`config.mk`:
```
export PLATFORM = sky130hd
export DESIGN_NAME = bram_arbiter
export DESIGN_NICKNAME = d
export VERILOG_FILES = /design/src/rtl/bram_arb_pkg.sv /design/src/rtl/bram_resp_slot.sv /design/src/rtl/bram_arbiter.sv
export SDC_FILE = /design/constraint.sdc
export NUM_CORES = 1
export LEC_CHECK = 0
export ABC_CLOCK_PERIOD_IN_PS = 5650
export CAP_MARGIN = 15
export CORE_AREA = 2 2 102 104
export CTS_CLUSTER_DIAMETER = 40
export DETAILED_ROUTE_END_ITERATION = 10
export DIE_AREA = 0 0 104 106
export PLACE_DENSITY = 0.78
export SYNTH_ARGS = -nofsm -noshare
export SYNTH_HDL_FRONTEND = slang
export SYNTH_SLANG_ARGS = --single-unit
```
`constraint.sdc`:
```
create_clock -name clk -period 5.65 [get_ports clk]
set_input_delay 1.13 -clock clk [delete_from_list [all_inputs] [get_ports clk]]
set_output_delay 1.13 -clock clk [all_outputs]
set_load 0.1 [all_outputs]
```
`src/rtl/bram_arb_pkg.sv`:
```
// ============================================================================
// Module : bram_arb_pkg
// Brief  : Shared types and helpers for the IF/D bram arbiter.
// Rev    : 1.0  initial release
// ============================================================================
`default_nettype none

package bram_arb_pkg;

    typedef enum logic {
        PORT_IF = 1'b0,
        PORT_D  = 1'b1
    } port_e;

    // One byte lane of a partial-write merge: strobe selects the new byte.
    function automatic logic [7:0] byte_merge(
        input logic [7:0] old_byte,
        input logic [7:0] new_byte,
        input logic       strb
    );
        return strb ? new_byte : old_byte;
    endfunction

endpackage

`default_nettype wire

```
`src/rtl/bram_resp_slot.sv`:
```
// ============================================================================
// Module : bram_resp_slot
// Brief  : One-entry registered response buffer with valid/ready handshake.
// Rev    : 1.0  initial release
// ============================================================================
`default_nettype none

module bram_resp_slot #(
    parameter int DATA_WIDTH = 32
) (
    input  logic                  clk,
    input  logic                  rst,
    input  logic                  load,
    input  logic [DATA_WIDTH-1:0] load_data,
    input  logic                  resp_ready,
    output logic                  valid,
    output logic [DATA_WIDTH-1:0] data,
    output logic                  free_next
);

    logic                  r_valid;
    logic [DATA_WIDTH-1:0] r_data;

    // A load in the same cycle as a handshake refills the slot.
    always_ff @(posedge clk or posedge rst) begin
        if (rst) begin
            r_valid <= 1'b0;
            r_data  <= '0;
        end else if (load) begin
            r_valid <= 1'b1;
            r_data  <= load_data;
        end else if (r_valid && resp_ready) begin
            r_valid <= 1'b0;
        end
    end

    assign valid     = r_valid;
    assign data      = r_data;
    assign free_next = !r_valid || resp_ready;

endmodule

`default_nettype wire

```
`src/rtl/bram_arbiter.sv`:
```
// ============================================================================
// Module : bram_arbiter
// Brief  : Round-robin share of one single-port bram between fetch and LSU.
// Rev    : 1.0  initial release
// ============================================================================
`default_nettype none

module bram_arbiter
    import bram_arb_pkg::*;
#(
    parameter int DATA_WIDTH = 32,
    parameter int CAPACITY   = 1024,
    parameter int ADDR_WIDTH = $clog2((CAPACITY << 3) / DATA_WIDTH),
    parameter int STRB_WIDTH = DATA_WIDTH / 8,
    parameter int OFFS       = $clog2(STRB_WIDTH)
) (
    input  logic                  clk,
    input  logic                  rst,

    input  logic                  if_req_valid,
    output logic                  if_req_ready,
    input  logic [31:0]           if_req_addr,
    output logic                  if_resp_valid,
    input  logic                  if_resp_ready,
    output logic [DATA_WIDTH-1:0] if_resp_data,

    input  logic                  d_req_valid,
    output logic                  d_req_ready,
    input  logic [31:0]           d_req_addr,
    input  logic                  d_req_wen,
    input  logic [STRB_WIDTH-1:0] d_req_wstrb,
    input  logic [DATA_WIDTH-1:0] d_req_wdata,
    output logic                  d_resp_valid,
    input  logic                  d_resp_ready,
    output logic [DATA_WIDTH-1:0] d_resp_data,

    output logic [ADDR_WIDTH-1:0] bram_addr,
    output logic                  bram_wen,
    output logic [DATA_WIDTH-1:0] bram_din,
    input  logic [DATA_WIDTH-1:0] bram_dout
);

    port_e                 r_last_grant;
    logic [ADDR_WIDTH-1:0] r_addr_hold;

    logic                  w_if_free;
    logic                  w_d_free;
    logic                  w_if_elig;
    logic                  w_d_elig;
    logic                  w_if_cand;
    logic                  w_d_cand;
    logic                  w_if_acc;
    logic                  w_d_acc;
    logic [ADDR_WIDTH-1:0] w_if_waddr;
    logic [ADDR_WIDTH-1:0] w_d_waddr;
    logic [ADDR_WIDTH-1:0] w_addr_mux;
    logic                  w_unused_addr;

    assign w_if_waddr    = if_req_addr[OFFS +: ADDR_WIDTH];
    assign w_d_waddr     = d_req_addr[OFFS +: ADDR_WIDTH];
    assign w_unused_addr = ^{if_req_addr, d_req_addr};

    // Holding off grants while reset is asserted keeps the bram untouched.
    assign w_if_elig = w_if_free && !rst;
    assign w_d_elig  = w_d_free && !rst;
    assign w_if_cand = if_req_valid && w_if_elig;
    assign w_d_cand  = d_req_valid && w_d_elig;

    assign if_req_ready = w_if_elig && (!w_d_cand || (r_last_grant == PORT_D));
    assign d_req_ready  = w_d_elig && (!w_if_cand || (r_last_grant == PORT_IF));

    assign w_if_acc = if_req_valid && if_req_ready;
    assign w_d_acc  = d_req_valid && d_req_ready;

    always_comb begin
        w_addr_mux = r_addr_hold;
        if (w_if_acc) begin
            w_addr_mux = w_if_waddr;
        end else if (w_d_acc) begin
            w_addr_mux = w_d_waddr;
        end
    end

    assign bram_addr = w_addr_mux;
    assign bram_wen  = w_d_acc && d_req_wen && (|d_req_wstrb);

    // Read-modify-write: unstrobed lanes are refilled from the current word.
    for (genvar i = 0; i < STRB_WIDTH; i++) begin : g_lane
        assign bram_din[8*i +: 8] = byte_merge(bram_dout[8*i +: 8],
                                               d_req_wdata[8*i +: 8],
                                               d_req_wstrb[i]);
    end

    always_ff @(posedge clk or posedge rst) begin
        if (rst) begin
            r_last_grant <= PORT_D;
            r_addr_hold  <= '0;
        end else begin
            if (w_if_acc) begin
                r_last_grant <= PORT_IF;
            end else if (w_d_acc) begin
                r_last_grant <= PORT_D;
            end
            r_addr_hold <= w_addr_mux;
        end
    end

    bram_resp_slot #(
        .DATA_WIDTH (DATA_WIDTH)
    ) u_if_slot (
        .clk        (clk),
        .rst        (rst),
        .load       (w_if_acc),
        .load_data  (bram_dout),
        .resp_ready (if_resp_ready),
        .valid      (if_resp_valid),
        .data       (if_resp_data),
        .free_next  (w_if_free)
    );

    bram_resp_slot #(
        .DATA_WIDTH (DATA_WIDTH)
    ) u_d_slot (
        .clk        (clk),
        .rst        (rst),
        .load       (w_d_acc),
        .load_data  (bram_dout),
        .resp_ready (d_resp_ready),
        .valid      (d_resp_valid),
        .data       (d_resp_data),
        .free_next  (w_d_free)
    );

endmodule

`default_nettype wire

```
## After elaboration in Yosys (flattened, before gate mapping)

Index checks and enable logic that the tools add are counted.

- Muxes and demuxes: 12
- Bitwise logic cells: 1
- Reductions and logical operators: 25

Operators with widths:

| operator | count |
|---|---|
| 8-bit 2-to-1 mux | 6 |
| 1-bit logical AND | 12 |
| 1-bit 2-to-1 mux | 6 |
| 2-bit nonzero test | 3 |
| 1-bit logical NOT | 5 |
| 1-bit logical OR | 4 |
| 4-bit OR reduction | 1 |
| 1-bit NOT | 1 |

- Logic and storage cells: 44
- Flip-flop bits (word level): 75

## Longest topological paths before layout

- Depth after elaboration: 10
- Gate-level depth with buffers: 5

## By module

A second synthesis with hierarchy kept.

- Cells, all modules: 239
- Area total of the unflattened synthesis: 3707.3 µm²

By module, submodules not included:

| module | instances | sequential area each (µm²) | area each (µm²) | cells an instance |
|---|---|---|---|---|
| bram_resp_slot | 2 | 825.8 | 1382.6 | 72 |
| bram_arbiter | 1 | 226.5 | 942.2 | 95 |

## Worst setup path after synthesis

Ideal clock, no wire load.

- Path type: input -> output
- From: input rst
- To: output bram_addr[0]
- Cell stages on the path: 4
- Required time: 4520 ps
- Slack: -463 ps
- Arrival time: 4983 ps
- Buffers on the path: 1
- Cell sequence: inv_1 > o2111ai_4 > buf_2 > a21oi_1

- Word-level cells in the longest chain between the ends: 9

RTL lines:

| item | line | source |
|---|---|---|
| start: declaration | bram_arbiter.sv:18 | `input logic rst,` |
| 1-bit logical NOT (no line) (*) | n/a |  |
| 1-bit logical AND | bram_arbiter.sv:64 | `assign w_if_elig = w_if_free && !rst;` |
| 1-bit logical AND | bram_arbiter.sv:66 | `assign w_if_cand = if_req_valid && w_if_elig;` |
| 1-bit logical NOT | bram_arbiter.sv:70 | `assign d_req_ready = w_d_elig && (!w_if_cand \|\| (r_last_grant == PORT_IF));` |
| 1-bit logical OR | bram_arbiter.sv:70 |  |
| 1-bit logical AND | bram_arbiter.sv:70 |  |
| 1-bit logical AND | bram_arbiter.sv:73 | `assign w_d_acc = d_req_valid && d_req_ready;` |
| 8-bit 2-to-1 mux | bram_arbiter.sv:79 | `end else if (w_d_acc) begin` |
| 8-bit 2-to-1 mux (*) | bram_arbiter.sv:77 | `if (w_if_acc) begin` |
| end: declaration | bram_arbiter.sv:37 | `output logic [ADDR_WIDTH-1:0] bram_addr,` |

Every way passes the cells marked *; elsewhere a longest branch is shown, timed or not.

## Worst setup path after layout

- From: input d_req_wstrb[2]
- To: output bram_din[21]

- Word-level cells in the longest chain between the ends: 1

RTL lines:

| item | line | source |
|---|---|---|
| start: declaration | bram_arbiter.sv:31 | `input logic [STRB_WIDTH-1:0] d_req_wstrb,` |
| 8-bit 2-to-1 mux | bram_arb_pkg.sv:21 | `return strb ? new_byte : old_byte;` |
| end: declaration | bram_arbiter.sv:39 | `output logic [DATA_WIDTH-1:0] bram_din,` |

No other way between the ends.

==> reports/metrics.yaml <==
timing:
  max_freq_mhz: 227
  slew_headroom: 0.320
  fin_crit_ns: 4.41
  fin_ws_ns: 1.24
  finalSetupViolCount: 0
  tightest_slew_ns: 1.02
  setup_tns_ns: 0
  skew_ns: 0.0104
  post-route-period-util: 0.780
  rsz0062_at_grt: "no"
  hold_viol_final: 0
  slew_violations: 0
yosys:
  yosys.cell_types.count: 26
  yosysSeqAreaShare: 0.551
  syn-mean-instance-area_um2: 14.9
  synth_top_area_frac: 0.543
  netlist_area_um2: 3410
  synth_area_leaders: "dfrtp_1 54%, mux2_2 29%, mux2_4 4.0%"
  ys_seq_elements: 75
  synth_nets: 367
  syn-instance-count: 228
  synth_top_area_cell: "dfrtp_1"
  ys.warnings.count: 0
clock_tree:
  clkTransAtPathRegs_ns: 0.08
  cts_buffers: 9
  clock-sinks: 75
  cts_tree: "yes"
  insertion_delay_ns: 0.33
  cts_resized: 0
  hold_buffers: 0
  cts-root-buf: "clkbuf_8"
  cts_max_level: 3
  cts.path.max_buffers: 2
  postCtsSetupBuffers: 0
power_and_ir_drop:
  p_comb_frac: 0.623
  power_density_nw_per_um2: 548
  p_int_mw: 1.37
  p_sw_mw: 1.71
  seq_power_share: 0.246
  p_sw_frac: 0.556
  leakage_nw: 2.38
  power_frac_clock: 0.131
  p_total_mw: 3.09
  ir_worst_vdd_v: 0.000284
floorplanning:
  pin_count: 248
  die-area_um2: 11000
  die_w_um: 104
  row_count: 37
  die_y_um: 106
  core-area_um2: 10000
  start_util: 0.341
detailed_routing:
  via_per_inst: 4.56
  routed.top_layer: "met4"
  met2_length_mm: 4.68
  num_vias: 2594
  wl_met3_um: 707
  first_iter_violations: 58
  wl_mm: 9.03
  wl_per_cell_um: 15.9
  dr.pass1.iters: 3
  drc_errors: 0
  antenna_left: 0
  wl_met1_mm: 3.54
place:
  dp_slack_ns: 1.22
  dpl.hpwl_mm: 6.66
  portBuffers: 199
  gp_congestion: 0.721
setup_path:
  slowest_delay_ns: 1.12
  cp.arrival_ns: 3.28
  cp-end-kind: "output pin"
  setup.worst_path.start: "d_req_wstrb[2]"
  cp_common_cell: "clkdlybuf4s50_1"
  critical_path_peak_fanout: 9
  worstReg2RegStart: "r_last_grant$_DFFE_PP1P_"
  worstSetupPathType: "input pin to output pin"
  worstPathBufferInverterCount: 2
  crit_chain: "clkdlybuf4s50_1 -> mux2_2 -> clkdlybuf4s50_1"
  startpoint_type: "input pin"
  critPathSlowestCell: "clkdlybuf4s50_1"
  cp_data_required_time_ns: 4.52
  cpLargestDelayFamily: "buffers and inverters"
global_routing:
  overflow: 0
  grt_max_degree: 76
  grt_use_total: 0.162
  antenna_found_initial: 0
  grt_pass1_wl_mm: 14.2
  grt_pass1_vias: 2786
worst_hold_path:
  holdCritStartpoint: "r_last_grant$_DFFE_PP1P_"
  hp-class: "flop to flop"
job:
  maxCapViolCount: 0
cells_and_area:
  drive_gt1_frac: 0.323
  diodes: 0
  nets: 567
  final_util: 0.563
  syn_to_final_growth_pct: 65.3
  fillers: 862
status:
  status: "finished clean"
==> cell families (layout without fill, tap and decap cells) <==
kind of cell,Yosys count,count (layout),share of synthesized area
AOI/OAI and AO/OA,13,13,0.0319
DFF,75,75,0.551
buffers and inverters,15,220,0.0345
and+or+nand+nor,21,21,0.0319
muxes,104,104,0.351
==> cell usage after synthesis <==
library cell,instances
buf_8,1
inv_1,2
nand2b_1,2
mux2i_1,8
nor2b_2,1
a21oi_1,8
a21boi_0,1
o21ai_0,1
buf_2,1
buf_4,1
buf_6,6
o2111ai_4,1
dfstp_2,1
nor2b_1,1
mux2_2,87
o41ai_1,1
clkbuf_1,4
mux2_4,9
o211ai_4,1
nor2_1,11
dfrtp_1,74
nand2_2,1
nor2b_4,1
nand2_1,2
or2b_1,1
nor3_1,1
==> power groups by stage <==
stage	registers, mW	logic (mW)	clock network (mW)
3_3_place_gp	0.760	1.92	0
4_1_cts	0.760	1.94	0.418
2_1_floorplan	1.73	0.504	0
6_report	0.759	1.92	0.403
3_5_place_dp	0.769	1.93	0
5_1_grt	0.779	1.97	0.443
==> path summary, 6_finish.rpt <==
| kind | endpoint | slack [ns] | cells after the start |
|---|---|---|---|
| min in group asynchronous | u_d_slot.valid$_DFFE_PP0P_ | 1.56 | 3 |
| worst min-delay path | r_last_grant$_DFFE_PP1P_ | 0.50 | 2 |
| max in group asynchronous | u_if_slot.data[13]$_DFFE_PP0P_ | 3.48 | 3 |
| worst max-delay path | bram_din[21] | 1.24 | 3 |
| worst min register to register | r_last_grant$_DFFE_PP1P_ | 0.50 | 2 |
| worst max register to register | u_if_slot.data[12]$_DFFE_PP0P_ | 3.44 | 4 |
==> metal layers <==
layer  vias to the layer above  track usage
li1                       1215            -
met1                      1259        0.178
met2                       110        0.295
met3                        10       0.0515
met4                         0       0.0541
met5                         -            0
==> per-stage QoR <==
stage	std cells	area, um2	hold WS [ns]
2_1_floorplan	228	3410	0.464
3_3_place_gp	553	5440	0.479
3_5_place_dp	553	5440	0.487
4_1_cts	569	5630	0.501
5_1_grt	569	5630	0.521
6_report	569	5630	0.498
==> sequential cells by signal, summed over array words and instances, names as in the netlist <==
name	count
u_if_slot.valid	1
u_if_slot.data	32
u_d_slot.data	32
u_d_slot.valid	1
r_addr_hold	8
r_last_grant	1
==> worst reg2reg max path: stages (launching register included) <==
cell       delay [ns]
dfstp_2          0.39
nand2b_1         0.19
o2111ai_4        0.58
buf_4            0.53
mux2_2           0.40
==> final cells by class <==
class                      instances  area [um2]  area share
clock buffer                      11         141      0.0251
clock inverter                     5        52.6     0.00933
timing repair buffer             202        1970       0.349
inverter                           2        11.3     0.00200
multi-input combinational        138        1410       0.251
tap                              136         170      0.0302
sequential                        75        1880       0.333
==> cells in the final DEF (no fill, tap or decap), types with 2 or more instances in the layout <==
cell and count:
buf_4 22, nand2_1 2, dfrtp_1 74, mux2_2 87, mux2i_1 8, clkbuf_8 10, clkinv_2 3, mux2_4 9
clkdlybuf4s50_1 180, nor2_1 11, clkinvlp_4 2, a21oi_1 8, nand2b_1 2
(Power assumes the default switching activity.)
